`src/rtl/serial_spi_slave_pkg.sv`:
```
// Shared frame constants and FSM state type for the SPI slave front-end.
// 40-bit frames: an 8-bit header (wr flag, then address) followed by a 32-bit data field.
package serial_spi_slave_pkg;

  localparam int HDR_BITS   = 8;
  localparam int FRAME_BITS = 40;
  localparam int WR_BIT     = 7;
  localparam int CNT_W      = 6;

  localparam logic [CNT_W-1:0] HDR_LAST   = CNT_W'(HDR_BITS - 1);
  localparam logic [CNT_W-1:0] FRAME_LAST = CNT_W'(FRAME_BITS - 1);

  typedef enum logic [2:0] {
    IDLE,
    HDR,
    DATA,
    COMMIT,
    DONE
  } state_t;

endpackage

```
`src/rtl/serial_spi_slave_sync.sv`:
```
// Multi-flop synchronizer for one asynchronous input, with single-clock rise/fall
// pulses formed from the current and previous synchronized samples.
module sync_edge #(
  parameter int   STAGES    = 2,
  parameter logic RESET_VAL = 1'b0
) (
  input  logic clock,
  input  logic reset_n,
  input  logic din,
  output logic sync,
  output logic rise,
  output logic fall
);

  logic [STAGES-1:0] chain_reg;
  logic              prev_reg;

  always_ff @(posedge clock or negedge reset_n) begin
    if (!reset_n) begin
      chain_reg <= {STAGES{RESET_VAL}};
      prev_reg  <= RESET_VAL;
    end else begin
      chain_reg <= {chain_reg[STAGES-2:0], din};
      prev_reg  <= chain_reg[STAGES-1];
    end
  end

  assign sync = chain_reg[STAGES-1];
  assign rise = sync & ~prev_reg;
  assign fall = ~sync & prev_reg;

endmodule

```
`src/rtl/serial_spi_slave.sv`:
```
// SPI mode-0 slave that turns 40-bit frames into single-cycle register-file writes,
// or register reads whose data is shifted out on miso.
module serial_spi_slave
  import serial_spi_slave_pkg::*;
#(
  parameter int ADRSIZE     = 7,
  parameter int REGSIZE     = 32,
  parameter int SYNC_STAGES = 2
) (
  input  logic               clock,
  input  logic               reset_n,
  input  logic               sclk,
  input  logic               cs_n,
  input  logic               mosi,
  output logic               miso,
  output logic               miso_oe,
  output logic [ADRSIZE:0]   adr_in,
  output logic [REGSIZE-1:0] data_wr,
  input  logic [REGSIZE-1:0] data_rd,
  output logic [15:0]        frame_cnt,
  output logic [15:0]        abort_cnt
);

  logic sclk_sync, sclk_rise, sclk_fall;
  logic cs_sync, cs_rise, cs_fall;
  logic [SYNC_STAGES-1:0] mosi_chain_reg;
  logic mosi_sync;

  sync_edge #(.STAGES(SYNC_STAGES), .RESET_VAL(1'b0)) u_sclk_sync (
    .clock   (clock),
    .reset_n (reset_n),
    .din     (sclk),
    .sync    (sclk_sync),
    .rise    (sclk_rise),
    .fall    (sclk_fall)
  );

  sync_edge #(.STAGES(SYNC_STAGES), .RESET_VAL(1'b1)) u_cs_sync (
    .clock   (clock),
    .reset_n (reset_n),
    .din     (cs_n),
    .sync    (cs_sync),
    .rise    (cs_rise),
    .fall    (cs_fall)
  );

  // Same depth as sclk so the sampled bit lines up with the rise pulse.
  always_ff @(posedge clock or negedge reset_n) begin
    if (!reset_n) mosi_chain_reg <= '0;
    else          mosi_chain_reg <= {mosi_chain_reg[SYNC_STAGES-2:0], mosi};
  end
  assign mosi_sync = mosi_chain_reg[SYNC_STAGES-1];

  state_t             state_reg, state_next;
  logic [CNT_W-1:0]   bit_cnt_reg;
  logic [REGSIZE-1:0] rx_reg;
  logic [REGSIZE-1:0] tx_reg;
  logic               wr_flag_reg;
  logic [1:0]         preload_reg;
  logic               seen_high_reg;
  logic [ADRSIZE:0]   adr_reg;
  logic [REGSIZE-1:0] data_wr_reg;
  logic               miso_reg;
  logic               miso_oe_reg;
  logic [15:0]        frame_cnt_reg;
  logic [15:0]        abort_cnt_reg;

  logic [HDR_BITS-1:0] hdr_word;
  logic [REGSIZE-1:0]  rx_word;
  logic last_hdr_rise, last_data_rise;
  logic start_frame, abort, frame_end;

  assign rx_word        = {rx_reg[REGSIZE-2:0], mosi_sync};
  assign hdr_word       = rx_word[HDR_BITS-1:0];
  assign last_hdr_rise  = sclk_rise && (bit_cnt_reg == HDR_LAST);
  assign last_data_rise = sclk_rise && (bit_cnt_reg == FRAME_LAST);

  always_ff @(posedge clock or negedge reset_n) begin
    if (!reset_n) state_reg <= IDLE;
    else          state_reg <= state_next;
  end

  // A frame that finishes on the same sample as cs_n rising is complete, not aborted.
  always_comb begin
    state_next = state_reg;
    case (state_reg)
      IDLE:    if (cs_fall && !sclk_sync) state_next = HDR;
      HDR: begin
        if (cs_rise)            state_next = IDLE;
        else if (last_hdr_rise) state_next = DATA;
      end
      DATA: begin
        if (last_data_rise)     state_next = wr_flag_reg ? COMMIT : DONE;
        else if (cs_rise)       state_next = IDLE;
      end
      COMMIT:  state_next = DONE;
      DONE: begin
        if (cs_sync)            state_next = IDLE;
        else if (seen_high_reg) state_next = HDR;
      end
      default: state_next = IDLE;
    endcase
  end

  assign start_frame = (state_next == HDR) && (state_reg != HDR);
  assign abort       = ((state_reg == HDR) || (state_reg == DATA)) && (state_next == IDLE);
  assign frame_end   = (state_next == DONE) && (state_reg != DONE);

  always_ff @(posedge clock or negedge reset_n) begin
    if (!reset_n) begin
      bit_cnt_reg   <= '0;
      rx_reg        <= '0;
      tx_reg        <= '0;
      wr_flag_reg   <= 1'b0;
      preload_reg   <= 2'd0;
      seen_high_reg <= 1'b0;
      adr_reg       <= '0;
      data_wr_reg   <= '0;
      miso_reg      <= 1'b0;
      miso_oe_reg   <= 1'b0;
      frame_cnt_reg <= '0;
      abort_cnt_reg <= '0;
    end else begin
      adr_reg[ADRSIZE] <= 1'b0;

      if (start_frame) begin
        bit_cnt_reg   <= '0;
        rx_reg        <= '0;
        preload_reg   <= 2'd0;
        seen_high_reg <= 1'b0;
        miso_reg      <= 1'b0;
        miso_oe_reg   <= 1'b1;
      end else begin
        if (sclk_rise && ((state_reg == HDR) || (state_reg == DATA))) begin
          rx_reg      <= rx_word;
          bit_cnt_reg <= bit_cnt_reg + 1'b1;
        end

        if ((state_reg == HDR) && (state_next == DATA)) begin
          adr_reg[ADRSIZE-1:0] <= hdr_word[ADRSIZE-1:0];
          wr_flag_reg          <= hdr_word[WR_BIT];
          preload_reg          <= hdr_word[WR_BIT] ? 2'd0 : 2'd2;
        end

        // One settle cycle after the address changes, then capture the read data.
        if (preload_reg == 2'd2) begin
          preload_reg <= 2'd1;
        end else if (preload_reg == 2'd1) begin
          preload_reg <= 2'd0;
          tx_reg      <= data_rd;
        end

        if ((state_reg == DATA) && sclk_fall && !wr_flag_reg) begin
          miso_reg <= tx_reg[REGSIZE-1];
          tx_reg   <= {tx_reg[REGSIZE-2:0], 1'b0};
        end

        if (state_reg == COMMIT) begin
          data_wr_reg      <= rx_reg;
          adr_reg[ADRSIZE] <= 1'b1;
        end

        if (cs_sync && ((state_reg == COMMIT) || ((state_reg == DATA) && last_data_rise)))
          seen_high_reg <= 1'b1;

        if (frame_end) frame_cnt_reg <= frame_cnt_reg + 16'd1;

        if (abort) begin
          miso_oe_reg <= 1'b0;
          if (abort_cnt_reg != 16'hFFFF) abort_cnt_reg <= abort_cnt_reg + 16'd1;
        end

        if ((state_reg == DONE) && (state_next == IDLE)) miso_oe_reg <= 1'b0;
      end
    end
  end

  assign adr_in    = adr_reg;
  assign data_wr   = data_wr_reg;
  assign miso      = miso_reg;
  assign miso_oe   = miso_oe_reg;
  assign frame_cnt = frame_cnt_reg;
  assign abort_cnt = abort_cnt_reg;

endmodule

```
`config.mk`:
```
export PLATFORM = sky130hd
export DESIGN_NAME = serial_spi_slave
export DESIGN_NICKNAME = d
export VERILOG_FILES = /design/src/rtl/serial_spi_slave_pkg.sv /design/src/rtl/serial_spi_slave_sync.sv /design/src/rtl/serial_spi_slave.sv
export SDC_FILE = /design/constraint.sdc
export NUM_CORES = 1
export LEC_CHECK = 0
export CORE_ASPECT_RATIO = 0.8
export CORE_MARGIN = 2
export CORE_UTILIZATION = 45
export DETAILED_ROUTE_END_ITERATION = 7
export GPL_TIMING_DRIVEN = 0
export HOLD_SLACK_MARGIN = 0.12
export PLACE_DENSITY = 0.78
export SYNTH_ARGS = -nofsm -noshare
export SYNTH_HDL_FRONTEND = slang
export SYNTH_SLANG_ARGS = --single-unit
```
`constraint.sdc`:
```
create_clock -name clock -period 4.11 [get_ports clock]
set_clock_uncertainty 0.2 [all_clocks]
set_input_delay 0.822 -clock clock [delete_from_list [all_inputs] [get_ports clock]]
set_output_delay 0.822 -clock clock [all_outputs]
set_load 0.02 [all_outputs]
```
# Word level (Yosys, flattened, before mapping)
# Cells that the tools add are included.
classes:
  n_reduce_logical: 30
  n_bitwise: 9
  add_sub_neg: 3
  n_eq_ne: 15
  mux: 31
ops:
  columns: ["cell", "n"]
  rows:
  - ["$mux W32", 5]
  - ["$add A16 B1 Y16 const B", 2]
  - ["$mux W3", 8]
  - ["$ne A16 B16 Y1 const B", 1]
  - ["$pmux W3 S5", 1]
  - ["$logic_and A1 B1 Y1", 13]
  - ["$mux W6", 2]
  - ["$mux W2", 5]
  - ["$eq A3 B2 Y1 const B", 3]
  - ["$mux W1", 8]
  - ["$mux W8", 1]
  - ["$reduce_bool A2 Y1", 4]
  - ["$mux W7", 1]
  - ["$add A6 B1 Y6 const B", 1]
  - ["$eq A3 B1 Y1 const B", 2]
  - ["$eq A3 B3 Y1 const B", 2]
  - ["$eq A6 B3 Y1 const B", 1]
  - ["$eq A6 B6 Y1 const B", 1]
  - ["$logic_not A3 Y1", 2]
  - ["$reduce_and A2 Y1", 3]
  - ["$reduce_and A3 Y1", 2]
  - ["$not A1 Y1", 5]
  - ["$and A1 B1 Y1", 4]
  - ["$reduce_bool A4 Y1", 1]
  - ["other kinds (8)", 10]
word_totals:
  wordCells: 107
  output_inout_bits: 74
  inputBits: 37
  ff_bits: 159

# Logic depth before layout (Yosys ltp)
logic_depth:
  word_depth: 12
  depth_mapped: 9
  depth_no_buf: 7

# By module
# From an unflattened synthesis, not the netlist that was laid out.
unflattened:
  cells_unflattened: 608
  area_unflattened_um2: 6755.2
modules_own_cells:
  columns: ["module", "cells_each", "instances", "area_per_inst_um2", "seq_area_each_um2"]
  rows:
  - ["serial_spi_slave", 598, 1, 6571.3, 3828.7]
  - ["sync_edge at u_cs_sync", 5, 1, 93.8, 78.8]
  - ["sync_edge at u_sclk_sync", 5, 1, 90.1, 75.1]

# Least setup slack after synthesis
# OpenSTA, ideal clock, no wires.
synth_timing:
  kind: "register -> register"
  start: "reg u_cs_sync.prev_reg"
  end: "reg tx_reg[10]"
  setup_time_ns: 0.119
  path_stages_with_launch: 7
  t_arrival_ns: 2.006
  required_ns: 3.791
  synth_period_minus_slack_ns: 2.325
  setup_slack_ns: 1.785
  path_buffers: 2
  cell_sequence: "dfstp_2 or3b_2 a2111oi_4 o31a_1 buf_6 buf_6 o21ai_2"
synth_between:
  elab_chain_len: 9
  elab_cells_between_ends: 13
  classes_between: "1 x eq/ne; 5 x mux; 4 x bitwise; 3 x reduce/logical"
synth_lines:
  columns: ["item", "line_no", "source"]
  rows:
  - ["start, declared", "serial_spi_slave_sync.sv:16", "logic prev_reg;"]
  - ["start signal, assigned", "serial_spi_slave_sync.sv:24", "prev_reg <= chain_reg[STAGES-1];"]
  - ["$not A1 Y1", "serial_spi_slave_sync.sv:29", "assign rise = sync & ~prev_reg;"]
  - ["$and A1 B1 Y1", "serial_spi_slave_sync.sv:29", null]
  - ["$mux W3", "serial_spi_slave.sv:94", "else if (cs_rise) state_next = IDLE;"]
  - ["$mux W3", "serial_spi_slave.sv:93", "if (last_data_rise) state_next = wr_flag_reg ? COMMIT : DONE;"]
  - ["$pmux W3 S5 *", "serial_spi_slave.sv:86", "case (state_reg)"]
  - ["$eq A3 B1 Y1 *", "serial_spi_slave.sv:105", "assign start_frame = (state_next == HDR) && (state_reg != HDR);"]
  - ["$logic_and A1 B1 Y1 *", "serial_spi_slave.sv:105", null]
  - ["$not A1 Y1 (no line) *", null, null]
  - ["$reduce_and A3 Y1 (no line) *", null, null]
  - ["end signal, assigned", "serial_spi_slave.sv:150", "tx_reg <= data_rd;"]
  - ["end signal, assigned", "serial_spi_slave.sv:155", "tx_reg <= {tx_reg[REGSIZE-2:0], 1'b0};"]
  - ["end, declared", "serial_spi_slave.sv:57", "logic [REGSIZE-1:0] tx_reg;"]
# Every way passes the cells marked *; elsewhere a longest branch is shown, timed or not.
# A chain may end at the register's enable or synchronous reset.

# Worst setup path after layout
layout_timing:
  start: "reg state_reg[2]"
  end: "reg frame_cnt_reg[9], in the netlist frame_cnt[9]"
layout_between:
  elab_chain_len: 7
  elab_cells_between_ends: 21
  classes_between: "8 x eq/ne; 8 x mux; 1 x bitwise; 4 x reduce/logical"
layout_lines:
  columns: ["item", "line_no", "source"]
  rows:
  - ["start, declared", "serial_spi_slave.sv:54", "state_t state_reg, state_next;"]
  - ["start signal, assigned", "serial_spi_slave.sv:80", "else state_reg <= state_next;"]
  - ["$mux W3 (on tied branches)", "serial_spi_slave.sv:99, serial_spi_slave.sv:90, serial_spi_slave.sv:94", null]
  - ["$mux W3 (on tied branches)", "serial_spi_slave.sv:98, serial_spi_slave.sv:89, serial_spi_slave.sv:93", null]
  - ["$pmux W3 S5", "serial_spi_slave.sv:86", null]
  - ["$eq A3 B1 Y1", "serial_spi_slave.sv:105", null]
  - ["$logic_and A1 B1 Y1", "serial_spi_slave.sv:105", null]
  - ["$not A1 Y1 (no line)", null, null]
  - ["$reduce_and A2 Y1 (no line) *", null, null]
  - ["end signal, assigned", "serial_spi_slave.sv:166", "if (frame_end) frame_cnt_reg <= frame_cnt_reg + 16'd1;"]
  - ["end, declared", "serial_spi_slave.sv:65", "logic [15:0] frame_cnt_reg;"]
# Marked as above.

==> results by group <==
Outcome
  • Status: finished clean

Synth
  • Post-Syn Area: 6920 µm²
  • Syn_nets: approximately 720
  • Synth async-reset ratio: 1.00
  • Syn_area_per_cell: 10.2 µm²
  • Post-synth top flop: dfrtp_1
  • Number of flops mapped to enable cells by yosys: 0
  • Post-synthesis sequential area ratio: 0.575
  • Synth warn: 0
  • Netlist cell types: 46
  • Synthesized flop and latch total: 159
  • Synthesized instance count: 677

Layout
  • # fillers: 1262
  • Layout Area Growth over Synthesis: 28.2%
  • Antenna diodes: 0
  • Fin cells: 1009
  • Nets: 849
  • Fraction of layout cells with a size suffix above 1: 0.105

Clock tree
  • Max clock buf depth: 2
  • Post-CTS Hold Fix Bufs: 0
  • Inserted Clock Buffers: 17
  • Root buf cell: clkbuf_16
  • Clock slew at reported path FFs: 70 ps
  • H-tree levels: 4
  • Setup bufs post-CTS: 0
  • Post-CTS Resized: 0
  • TritonCTS clock tree: built
  • Clock sink count: around 160
  • Worst skew pair latency: 430 ps

Floorplan
  • Die ar.: 16400 µm²
  • CORE AREA: 15000 µm²
  • Rows: 40
  • Die Y: 115 µm
  • Initial Utilization: 0.461
  • Num ports: ~110
  • Die width: roughly 140 µm

Setup path
  • Critical Path Slowest Stage Cell: a21oi_1
  • Arr. time, crit path: a little under 3000 ps
  • Largest stage delay on the critical path: just over 600 ps
  • Most used cell, CP: buf_2
  • Crit path launch type: flip-flop
  • Crit. path cell count: 9
  • CP Class: reg2reg
  • Worst path cell trace: buf_2, inv_1, nand3_1, inv_2, a31oi_1, a21oi_1, buf_2, nand4_1, xnor2_1
  • Reg2Reg Depth: 9
  • Critical Path Fanout Max: 10
  • CP bufs+invs: 4
  • CP required: between 4000 and 5000 ps
  • Crit path max-delay family: buffers and inverters
  • Crit. End Element: flip-flop

Drt
  • Via density: 5.22
  • TritonRoute pass-1 iters: 5
  • Residual DRC: 0
  • Detailed-route via count: 5266
  • Initial DRC Count: 280
  • Total wire length: 15100 µm
  • WL/cell: about 15 µm
  • Routed Antenna Nets: 0

Global routing
  • Largest net degree at the start of global routing: 96
  • First-pass GRT wire length: 25300 µm
  • GRT Total Usage: 0.196
  • Initial antenna violation count: 0
  • Vias in the first global route: around 5.1k
  • GRT overflow: 0

Power and ir drop
  • Total Power: 4.20 mW
  • Power Dens Cells: ~470 nW/µm²
  • LEAKAGE: 4.29 nW
  • IR drop worst, VDD: around 0.34 mV

STA
  • Rel. slew slack: 0.495
  • # setup viols final: 0
  • Fin crit period: between 2000 and 3000 ps
  • Setup_tns: 0 ps
  • Final Hold Viols: 0
  • Fin crit share: 0.685
  • Pins over their slew limit: 0
  • RSZ-0062 raised after global routing: false
  • Max Freq: 355 MHz
  • Slew @ Worst Pin: 757 ps

Placement
  • Gpl congestion: 0.840
  • Port-buffer cells: 110
  • Placed insts: just under 1k
  • Detailed placer's ending HPWL: ~10000 µm

Worst hold path
  • Min-delay worst type: in2async

Flow run
  • Number of max-cap violations: 0
placed cells by master (no fill, tap or decap), types with 2 or more instances in the layout:
cell type | synthesis | routed
o21ai_2 | 20 | 20
o21ai_1 | 13 | 13
nand4_1 | 16 | 16
nor3_1 | 8 | 8
or3_1 | 3 | 3
dfstp_2 | 3 | 3
inv_1 | 8 | 8
and3_1 | 9 | 9
clkbuf_8 | 0 | 2
xor2_1 | 19 | 19
nor2_1 | 16 | 16
nor4_1 | 10 | 10
nand3_1 | 14 | 14
and2_1 | 2 | 2
o31ai_1 | 4 | 4
nor3b_1 | 2 | 2
clkinvlp_4 | 0 | 2
clkinv_2 | 0 | 2
clkdlybuf4s50_1 | 0 | 109
buf_6 | 7 | 7
nand2_1 | 211 | 211
mux2_2 | 10 | 10
inv_6 | 0 | 4
buf_2 | 7 | 7
mux2i_1 | 34 | 34
a21oi_1 | 38 | 38
dfrtp_1 | 156 | 156
ha_1 | 5 | 5
clkinv_4 | 0 | 3
clkbuf_16 | 0 | 17
a31oi_1 | 2 | 2
xnor2_1 | 16 | 16
clkbuf_1 | 19 | 19
nand2b_1 | 3 | 3
buf_1 | 4 | 4
power breakdown:
part           total (mW)  internal (mW)  leakage, nW  switching [mW]
clock network        1.55          0.877        0.283           0.670
registers            1.94           1.79         2.12           0.149
logic               0.718          0.327         1.89           0.391
total                4.20           2.99         4.29            1.21
cell usage after synthesis, drive strengths merged, types with 2 or more instances:
master,count,area (µm²)
ha,5,62.6
nor4,10,62.6
clkbuf,19,71.3
nand2,211,792
nand3,14,70.1
nand4,16,100
buf,19,136
o31ai,4,30.0
dfstp,3,78.8
xor2,19,166
mux2i,34,340
and3,9,56.3
nor3,8,40.0
nor3b,2,15.0
o21ai,34,245
mux2,10,113
and2,2,12.5
or3b,2,17.5
xnor2,16,140
nor2,16,60.1
a21oi,38,190
nand2b,3,18.8
dfrtp,156,3900
or3,3,18.8
inv,9,33.8
a31oi,2,12.5
cells by family (layout without fill, tap and decap cells):
kind of cell / count (synthesis) / after routing / synth area share
AOI/OAI and AO/OA: 86 / 86 / 0.0817
adders and majority gates: 5 / 5 / 0.00904
xor gates and xnor gates: 35 / 35 / 0.0443
DFF: 159 / 159 / 0.575
buffers and inverters: 47 / 190 / 0.0349
and+or+nand+nor: 301 / 301 / 0.189
muxes: 44 / 44 / 0.0654
metrics by stage:
| step | util | area, µm² | worst slack, ps | hold slack, ps |
|---|---|---|---|---|
| final | 0.591 | 8870 | 1290 | 118 |
| after global routing | 0.591 | 8870 | 1130 | 145 |
| after CTS | 0.591 | 8870 | 1320 | 126 |
| after detailed placement | 0.552 | 8290 | 1330 | 136 |
| after global placement | 0.550 | 8260 | -4430 | 133 |
| after floorplan | - | 6920 | 1780 | 131 |
worst register-to-register path, cell delays in order, from the launching register on:
cell and delay, ps:
dfrtp_1 400, buf_2 190, inv_1 90, nand3_1 230
inv_2 230, a31oi_1 100, a21oi_1 620, buf_2 350
nand4_1 140, xnor2_1 150
final timing paths:
kind	startpoint	endpoint	slack, ps
max in group asynchronous	reset_n	u_cs_sync.chain_reg[0]$_DFF_PN1_	2730
hold reg to reg	u_sclk_sync.chain_reg[0]$_DFF_PN0_	u_sclk_sync.chain_reg[1]$_DFF_PN0_	150
setup / recovery	state_reg[2]$_DFF_PN0_	frame_cnt[9]$_DFFE_PN0P_	1290
hold / removal	reset_n	tx_reg[24]$_DFFE_PN0P_	120
min in group clock	u_sclk_sync.chain_reg[0]$_DFF_PN0_	u_sclk_sync.chain_reg[1]$_DFF_PN0_	150
setup reg to reg	state_reg[2]$_DFF_PN0_	frame_cnt[9]$_DFFE_PN0P_	1290
layout make-up:
type,count,area [µm²],area share
clock inverter,13,128,0.0144
timing repair buffer,111,1130,0.128
multi-input combinational,471,2700,0.304
sequential,159,3980,0.449
inverter,9,33.8,0.00381
buffer,38,208,0.0234
clock buffer,19,453,0.0510
tap,189,236,0.0266
metal layers:
layer | share of wire | global-route usage | up-vias
li1 | - | - | 2546
met1 | 0.49 | 0.283 | 2557
met2 | 0.44 | 0.287 | 148
met3 | 0.058 | 0.0529 | 15
met4 | 0.013 | 0.0733 | 0
met5 | 0 | 0 | -
(Power assumes the default switching activity.)
==> RTL change: new RTL, same settings <==
One comparison of `bit_cnt_reg` changes from == to >=.
--- a/src/rtl/serial_spi_slave.sv
+++ b/src/rtl/serial_spi_slave.sv
@@ -74,3 +74,3 @@
   assign hdr_word       = rx_word[HDR_BITS-1:0];
-  assign last_hdr_rise  = sclk_rise && (bit_cnt_reg == HDR_LAST);
+  assign last_hdr_rise  = sclk_rise && (bit_cnt_reg >= HDR_LAST);
   assign last_data_rise = sclk_rise && (bit_cnt_reg == FRAME_LAST);
Check against the original RTL: same outputs for any inputs over 10 cycles, from zero or initial values and one cycle with reset_n low; that may be too few to reach the edited logic, so the function may still have changed.
==> RTL change against the unedited design <==
  * Power decreased by 4.7%
  * Sequential cell count unchanged
  * Worst setup slack got worse by 0.021 ns
  * Routed wire length down 3.5%
  * Combinational power decreased by 16%
  * Area after synthesis shrank 3.0%
  * Global-route usage down 0.42 points
  * Cell count shrank 8.6%
  * Die area decreased by 2.9%
  * Final area decreased by 2.8%
  * Critical path type unchanged
==> RTL change: results <==
metrics = {
    "final_layout": {
        "top_area_cell_class": "registers",
        "multi_input_area_share": 0.2964,
        "buf_share": 0.1457,
        "nNonClkBuffers": 141,
        "nFillCells": 1123,
        "inverters_excl_clock": 13,
        "clock_cell_area_share": 0.06370,
        "multi_input_comb_cells": 398,
        "nets": 772,
        "drive_gt1_frac": 0.1206,
        "nClkBuffers": 21,
    },
    "outcome": {
        "run_status": "complete, no violations",
    },
    "sta": {
        "worst_pin_slew_ns": 0.7731,
        "period_share": 0.6904,
        "hold_slack_ns": 0.1511,
    },
    "yosys": {
        "ys_seq_area_frac": 0.5932,
        "synth_top_area_frac": 0.5814,
        "async_flop_share": 1.000,
        "synthTopCellsByCount": "156 x dfrtp_1, 88 x nand2_1, 68 x a21oi_1",
        "syn-num-nets": 642,
        "postSynthCellCount": 600,
        "synth_cell_types": 43,
        "avgSynthCellArea_um2": 11.19,
        "synth.area.top_cells": "dfrtp_1 58%, mux2_2 7.0%, a21oi_1 5.1%",
        "synth_ff_type": "dfrtp_1",
    },
    "place": {
        "dp.cells": 895,
        "place_area_um2": 8074,
        "gp_congestion": 0.7509,
    },
    "global_routing": {
        "grt_pass1_vias": 4981,
        "grt_max_degree": 82,
        "use_met1": 0.2638,
        "globalRouteMet2Util": 0.2941,
        "grt_use_met3": 0.05586,
        "track_usage": 0.1920,
    },
    "critical_path": {
        "cp_top_family": "simple AND/OR/NAND/NOR gates",
        "cpPeakStageDelay_ns": 0.45,
        "cp-startpoint": "state_reg[1]",
        "reg2reg_slack_ns": 1.27,
        "cp.arrival_ns": 2.97,
        "r2r_start": "state_reg[1]",
        "slowest_stage": "a211oi_1",
        "crit_end": "abort_cnt[8]",
    },
    "worst_hold_path": {
        "hold_start": "u_sclk_sync.chain_reg[0]",
        "whs_path_depth": 0,
        "hold_path_class": "reg2reg",
    },
    "routing": {
        "vias": 4814,
        "drt-vias-per-instance": 5.221,
        "drt_wl_total_um": 14580,
        "dr.pass1.iters": 4,
        "first_iter_violations": 233,
    },
    "pwr": {
        "leakagePower_uw": 0.004025,
        "seq-power_uw": 1900,
        "pg_clk_uw": 1490,
        "ir_drop_v": 0.0003439,
        "internal_power_uw": 2941,
        "pwr-share-seq": 0.476,
    },
}
RTL change: cell types whose count changed after synthesis, sizes merged, moves of 3 or more:
cell   change
nand4     -11
inv        +4
mux2      +32
o31ai      -3
o21ai     -31
nor2      +37
nor4       -7
buf        -9
nor3       +6
and3       -3
nand2    -123
a21oi     +31
RTL change: worst register-to-register path: stages, from the launching register on:
cell and delay [ns]:
dfrtp_1 0.44, nor2b_1 0.15, clkbuf_1 0.17, nand2_1 0.30, inv_1 0.11, a211oi_1 0.45, nand4_2 0.35, buf_6 0.27
nor3_2 0.14, xor2_1 0.17
RTL change: cells by family after synthesis:
| family | synth area share |
|---|---|
| compound gates | 0.06337 |
| xor+xnor | 0.04827 |
| fa+ha+maj | 0.009318 |
| buf+inv | 0.02609 |
| flops | 0.5932 |
| mux | 0.1182 |
| simple gates | 0.1416 |
RTL change: layer usage:
layer	vias up	share of wire
met5	-	0
met4	0	0.013
met3	18	0.054
met2	127	0.46
met1	2386	0.48
li1	2283	-
